**config.mk**
```make
export PLATFORM = sky130hd
export DESIGN_NAME = c_frag_share_sched
export DESIGN_NICKNAME = d
export VERILOG_FILES = /design/src/rtl/c_frag_share_sched.sv
export SDC_FILE = /design/constraint.sdc
export NUM_CORES = 1
export LEC_CHECK = 0
export CAP_MARGIN = 5
export CORE_MARGIN = 5
export CORE_UTILIZATION = 36
export CTS_CLUSTER_SIZE = 30
export DETAILED_ROUTE_END_ITERATION = 8
export PLACE_DENSITY_LB_ADDON = 0.25
export SKIP_LAST_GASP = 1
export SLEW_MARGIN = 30
export SYNTH_ARGS = -nofsm -noshare
export SYNTH_HDL_FRONTEND = slang
export SYNTH_SLANG_ARGS = --single-unit
```
**constraint.sdc**
```tcl
create_clock -name QCK -period 1.75 [get_ports QCK]
set_input_delay 0.175 -clock QCK [delete_from_list [all_inputs] [get_ports QCK]]
set_output_delay 0.175 -clock QCK [all_outputs]
set_load 0.05 [all_outputs]
```
**src/rtl/c_frag_share_sched.sv**
```systemverilog
// Round-robin scheduler time-sharing one C_FRAG_MODES cell among NREQ requesters (SPLIT co-issues T/B halves).
// Latency: accept at edge N drives frag_in after N, tagged TZ/CZ response visible after N+1.
// Backpressure: a held response (rsp_valid && !rsp_ready) freezes both stages and drops every req_ready.
module c_frag_share_sched #(
    parameter int    NREQ = 4,
    parameter int    IDW  = 2,
    parameter string MODE = "SINGLE"
) (
    input  logic                QCK,
    input  logic                QRN,
    input  logic [NREQ-1:0]     req_valid,
    output logic [NREQ-1:0]     req_ready,
    input  logic [NREQ*13-1:0]  req_data,
    output logic [12:0]         frag_in,
    input  logic                frag_tz,
    input  logic                frag_cz,
    output logic [1:0]          rsp_valid,
    output logic [2*IDW-1:0]    rsp_id,
    output logic [1:0]          rsp_z,
    input  logic                rsp_ready
);

    localparam bit SPLIT = (MODE == "SPLIT");

    logic [12:0]      req_dat [NREQ];
    logic [IDW-1:0]   rr_ptr;
    logic [1:0]       iss_vld;
    logic [2*IDW-1:0] iss_id;

    logic             stall;
    logic             prim_fnd;
    logic [IDW-1:0]   prim_id;
    logic             prim_tbs;
    logic             sec_fnd;
    logic [IDW-1:0]   sec_id;
    logic [IDW-1:0]   last_id;
    logic [IDW-1:0]   nxt_ptr;
    logic [12:0]      nxt_frag;
    logic [NREQ-1:0]  gnt;

    for (genvar g = 0; g < NREQ; g++) begin : g_unpack
        assign req_dat[g] = req_data[13*g +: 13];
    end

    assign stall = (|rsp_valid) && !rsp_ready;

    // Two-pass priority: lowest valid index at/above the pointer, else lowest overall (the wrap).
    always_comb begin
        prim_fnd = 1'b0;
        prim_id  = '0;
        for (int i = 0; i < NREQ; i++) begin
            if (!prim_fnd && req_valid[i] && (IDW'(i) >= rr_ptr)) begin
                prim_fnd = 1'b1;
                prim_id  = IDW'(i);
            end
        end
        for (int i = 0; i < NREQ; i++) begin
            if (!prim_fnd && req_valid[i]) begin
                prim_fnd = 1'b1;
                prim_id  = IDW'(i);
            end
        end
    end

    assign prim_tbs = req_dat[prim_id][12];

    // B-half partner: next valid requester after the primary sharing its TBS; never the primary itself.
    always_comb begin
        sec_fnd = 1'b0;
        sec_id  = '0;
        if (SPLIT && prim_fnd) begin
            for (int i = 0; i < NREQ; i++) begin
                if (!sec_fnd && req_valid[i] && (IDW'(i) > prim_id) &&
                    (req_dat[i][12] == prim_tbs)) begin
                    sec_fnd = 1'b1;
                    sec_id  = IDW'(i);
                end
            end
            for (int i = 0; i < NREQ; i++) begin
                if (!sec_fnd && req_valid[i] && (IDW'(i) < prim_id) &&
                    (req_dat[i][12] == prim_tbs)) begin
                    sec_fnd = 1'b1;
                    sec_id  = IDW'(i);
                end
            end
        end
    end

    always_comb begin
        gnt = '0;
        for (int i = 0; i < NREQ; i++) begin
            gnt[i] = (prim_fnd && (prim_id == IDW'(i))) || (sec_fnd && (sec_id == IDW'(i)));
        end
    end

    assign req_ready = (QRN && !stall) ? gnt : '0;

    assign last_id = sec_fnd ? sec_id : prim_id;
    assign nxt_ptr = (last_id == IDW'(NREQ - 1)) ? '0 : last_id + 1'b1;

    always_comb begin
        nxt_frag = req_dat[prim_id];
        if (SPLIT) begin
            nxt_frag[5:0] = sec_fnd ? req_dat[sec_id][5:0] : 6'b0;
        end
    end

    always_ff @(posedge QCK or negedge QRN) begin
        if (!QRN) begin
            frag_in   <= '0;
            rsp_valid <= '0;
            rsp_id    <= '0;
            rsp_z     <= '0;
            rr_ptr    <= '0;
            iss_vld   <= '0;
            iss_id    <= '0;
        end else if (!stall) begin
            rsp_valid <= iss_vld;
            rsp_id    <= iss_id;
            rsp_z     <= {(SPLIT ? frag_cz : 1'b0), frag_tz};
            iss_vld   <= {sec_fnd, prim_fnd};
            // frag_in keeps its last value when idle so the cell inputs do not toggle.
            if (prim_fnd) begin
                frag_in <= nxt_frag;
                iss_id  <= {(sec_fnd ? sec_id : IDW'(0)), prim_id};
                rr_ptr  <= nxt_ptr;
            end
        end
    end

endmodule

```
==> flow_summary.toml <==
[global_routing]
grt.total_usage_pct = 17.2
grt_pass1_vias = 1558
grt_first_pass_wirelength_mm = 6.93
grt-ovfl-total = 0
antenna_found_initial = 0
grt_max_degree = 23

[run_status]
status = "finished with violations"
violations = "setup timing"

[min_path]
min_from = "rsp_id[1]"
holdPathEnd = "rsp_id[1]"
holdCritPathClass = "flop to flop"
min_path_cells = 2

[sta]
finalHoldViolCount = 0
slew_viol_final = 0
skew_ns = 0.00252
whs_ns = 0.473
layout_setup_ws_ns = -0.168
setup_violations = 9
min_period_over_period_pct = 110
timing.fmax_mhz = 521
rsz0062_at_grt = "true"
post-route-min-period_ns = 1.92
relSlewSlack_pct = 64.0
worstMarginPinSlew_ns = 0.538

[worst_setup_path]
path_max_fanout = 4
worstPathArrival_ns = 1.74
worst_setup_path_start_kind = "flop"
reg2reg_to = "frag_in[6]"
worst-r2r-cell-count = 7
r2r_start = "rr_ptr[0]"
worstSetupEndpointType = "primary output"
critPathBufInv = 2
cp_cell_sequence = "nor2b_2 > a21o_1 > a211o_4 > inv_4 > ha_4 > and3_4 > buf_8"
reg2reg_slack_ns = -0.03
criticalPathCategory = "flop to primary output"
critPathTopFamily = "compound AO/OA/AOI/OAI gates"
required_ns = 1.57
slowest_stage = "dfrtp_1"
max_stage_delay_ns = 0.37

[route]
ant_nets = 0
wirelength_mm = 4.71
via_per_inst = 4.91
first_iter_violations = 21
dr.pass1.iters = 4
vias = 1399
wl_per_cell_um = 16.5
drcViolationCount = 0

[floorplan]
design.core.area_um2 = 3610
row_count = 22
initial_core_util_pct = 36.8
dieArea_um2 = 5000
die_h_um = 70.7
die_w_um = 70.7
pin_count = 86

[synthesis]
synth.avg_cell_area_um2 = 9.83
syn_inst = 135
synth_area_um2 = 1330
yosysWarningCount = 0
yosysSeqAreaShare_pct = 41.5
ys_ff_latch = 22
ys_types = 21

[clocking]
clk_path_buf_depth = 2
clk_pin_slew_ns = 0.07
cts_tree = "yes"
clkLatencyLatePin_ns = 0.26
root_buffer = "clkbuf_8"
h-tree-depth = 1
numCtsBuffers = 3
postCtsHoldBufs = 0
cts.sinks = 22

[finish]
diodes = 0
drive_gt1_share_pct = 24.9
area_growth_pct = 97.3
nets = 303

[pwr]
power_density_nw_per_um2 = 1280
p_leak_nw = 1.16
power.total_mw = 3.35
ir_drop_mv = 0.696

[job]
cap_violations = 0

[place]
gp_congestion = 0.821
io_buffers = 80
hpwl_mm = 3.55
[synth_stat cells]
master | n | area share (%)
o221ai_1 | 13 | 8.6
mux2i_1 | 26 | 20
nand2_1 | 29 | 8.2
nor2_1 | 4 | 1.1
conb_1 | 1 | 0.28
dfrtp_1 | 22 | 41
a21oi_1 | 5 | 1.9
buf_6 | 2 | 1.7
o32a_1 | 1 | 0.75
nor4_1 | 1 | 0.47
a211o_1 | 1 | 0.66
nor2b_1 | 2 | 0.94
and3_1 | 4 | 1.9
a21o_1 | 2 | 1.1
inv_1 | 3 | 0.85
nand2b_1 | 5 | 2.4
clkbuf_1 | 1 | 0.28
inv_2 | 1 | 0.28
buf_4 | 4 | 2.3
buf_2 | 4 | 1.5
ha_1 | 4 | 3.8
[cells by family (layout without fill, tap and decap cells)]
kind of cell / after synthesis / after routing / synth area share [%]
adders and majority gates: 4 / 4 / 3.77
buffers and inverters: 15 / 114 / 6.88
AOI/OAI and AO/OA: 22 / 22 / 13.0
DFF: 22 / 22 / 41.5
muxes: 26 / 26 / 19.6
and+or+nand+nor: 45 / 45 / 15.0
other: 1 / 4 / 0.282
[cell type report]
type	count	area (um2)
fill	270	987
clock buffer	4	55.1
tap	48	60.1
timing repair buffer	106	1080
multi-input combinational	101	852
inverter	4	17.5
sequential	22	551
[worst max-delay path by stage]
| stage | end | from | depth (start not counted) | slack, ns |
|---|---|---|---|---|
| finish | req_ready[3] | rr_ptr[0] | 7 | -0.17 |
| global placement | req_ready[3] | req_valid[2] | 8 | -0.22 |
| floorplan | req_ready[3] | rr_ptr[0] | 8 | 0.01 |
| CTS | req_ready[3] | rr_ptr[0] | 7 | -0.20 |
| global route | req_ready[3] | rr_ptr[0] | 7 | -0.22 |
| detailed placement | frag_in[6] | req_valid[2] | 7 | -0.37 |
[cells in the final DEF (no fill, tap or decap), types with 2 or more instances in the layout]
cell type,instances
mux2i_4,4
o221ai_2,4
clkbuf_16,2
clkdlybuf4s50_1,71
buf_12,4
nor2_1,4
o221ai_1,9
mux2i_1,19
inv_1,2
a21oi_1,5
mux2i_2,3
nand2_1,28
buf_8,2
a21o_1,2
conb_1,4
nand2b_1,4
dfrtp_1,22
ha_4,2
clkbuf_8,4
buf_4,20
dlygate4sd2_1,4
and3_4,4
buf_6,2
[per-stage QoR]
stage               setup WS, ns  instance area, um2  std cells  setup TNS (ns)  util, %
finish                    -0.168                2620        285          -0.680     72.6
CTS                       -0.196                2390        280          -0.748     66.3
global placement          -0.217                2270        271           -2.82     62.9
detailed placement        -0.373                2270        271           -5.72     62.9
floorplan                 0.0102                1360        138               0        -
global route              -0.222                2620        285           -1.54     72.6
[worst reg2reg max path, stage by stage, from the launching register on]
cell	delay, ns
dfrtp_1	0.37
nor2b_2	0.06
a21o_1	0.18
a211o_4	0.36
buf_4	0.19
clkbuf_16	0.18
mux2i_2	0.20
o221ai_2	0.12
[registers in the layout, indices dropped and copies added, names as in the netlist]
| signal | count |
|---|---|
| iss_vld | 1 |
| rr_ptr | 2 |
| rsp_valid | 1 |
| rsp_id | 2 |
| rsp_z | 1 |
| iss_id | 2 |
| frag_in | 13 |
[power by group]
part / leakage, nW / switching (mW) / internal (mW)
logic: 0.873 / 1.18 / 1.02
registers: 0.263 / 0.113 / 0.679
clock network: 0.0288 / 0.154 / 0.200
total: 1.16 / 1.45 / 1.90
[per-layer routing]
metal  routed length (um)  up-vias  track usage, %
met5                    0        -               0
li1                     -      678               -
met3                  286        6            4.26
met1                 1870      657            19.4
met2                 2500       58            30.9
met4                   56        0            6.68
[timing repair]
action,4_1_cts,5_1_grt
setup buffers,5,1
cloned,0,4
endpoints found under the setup margin,14,17
pin swaps,2,7
gates resized for setup,14,32
(Power assumes the default switching activity.)
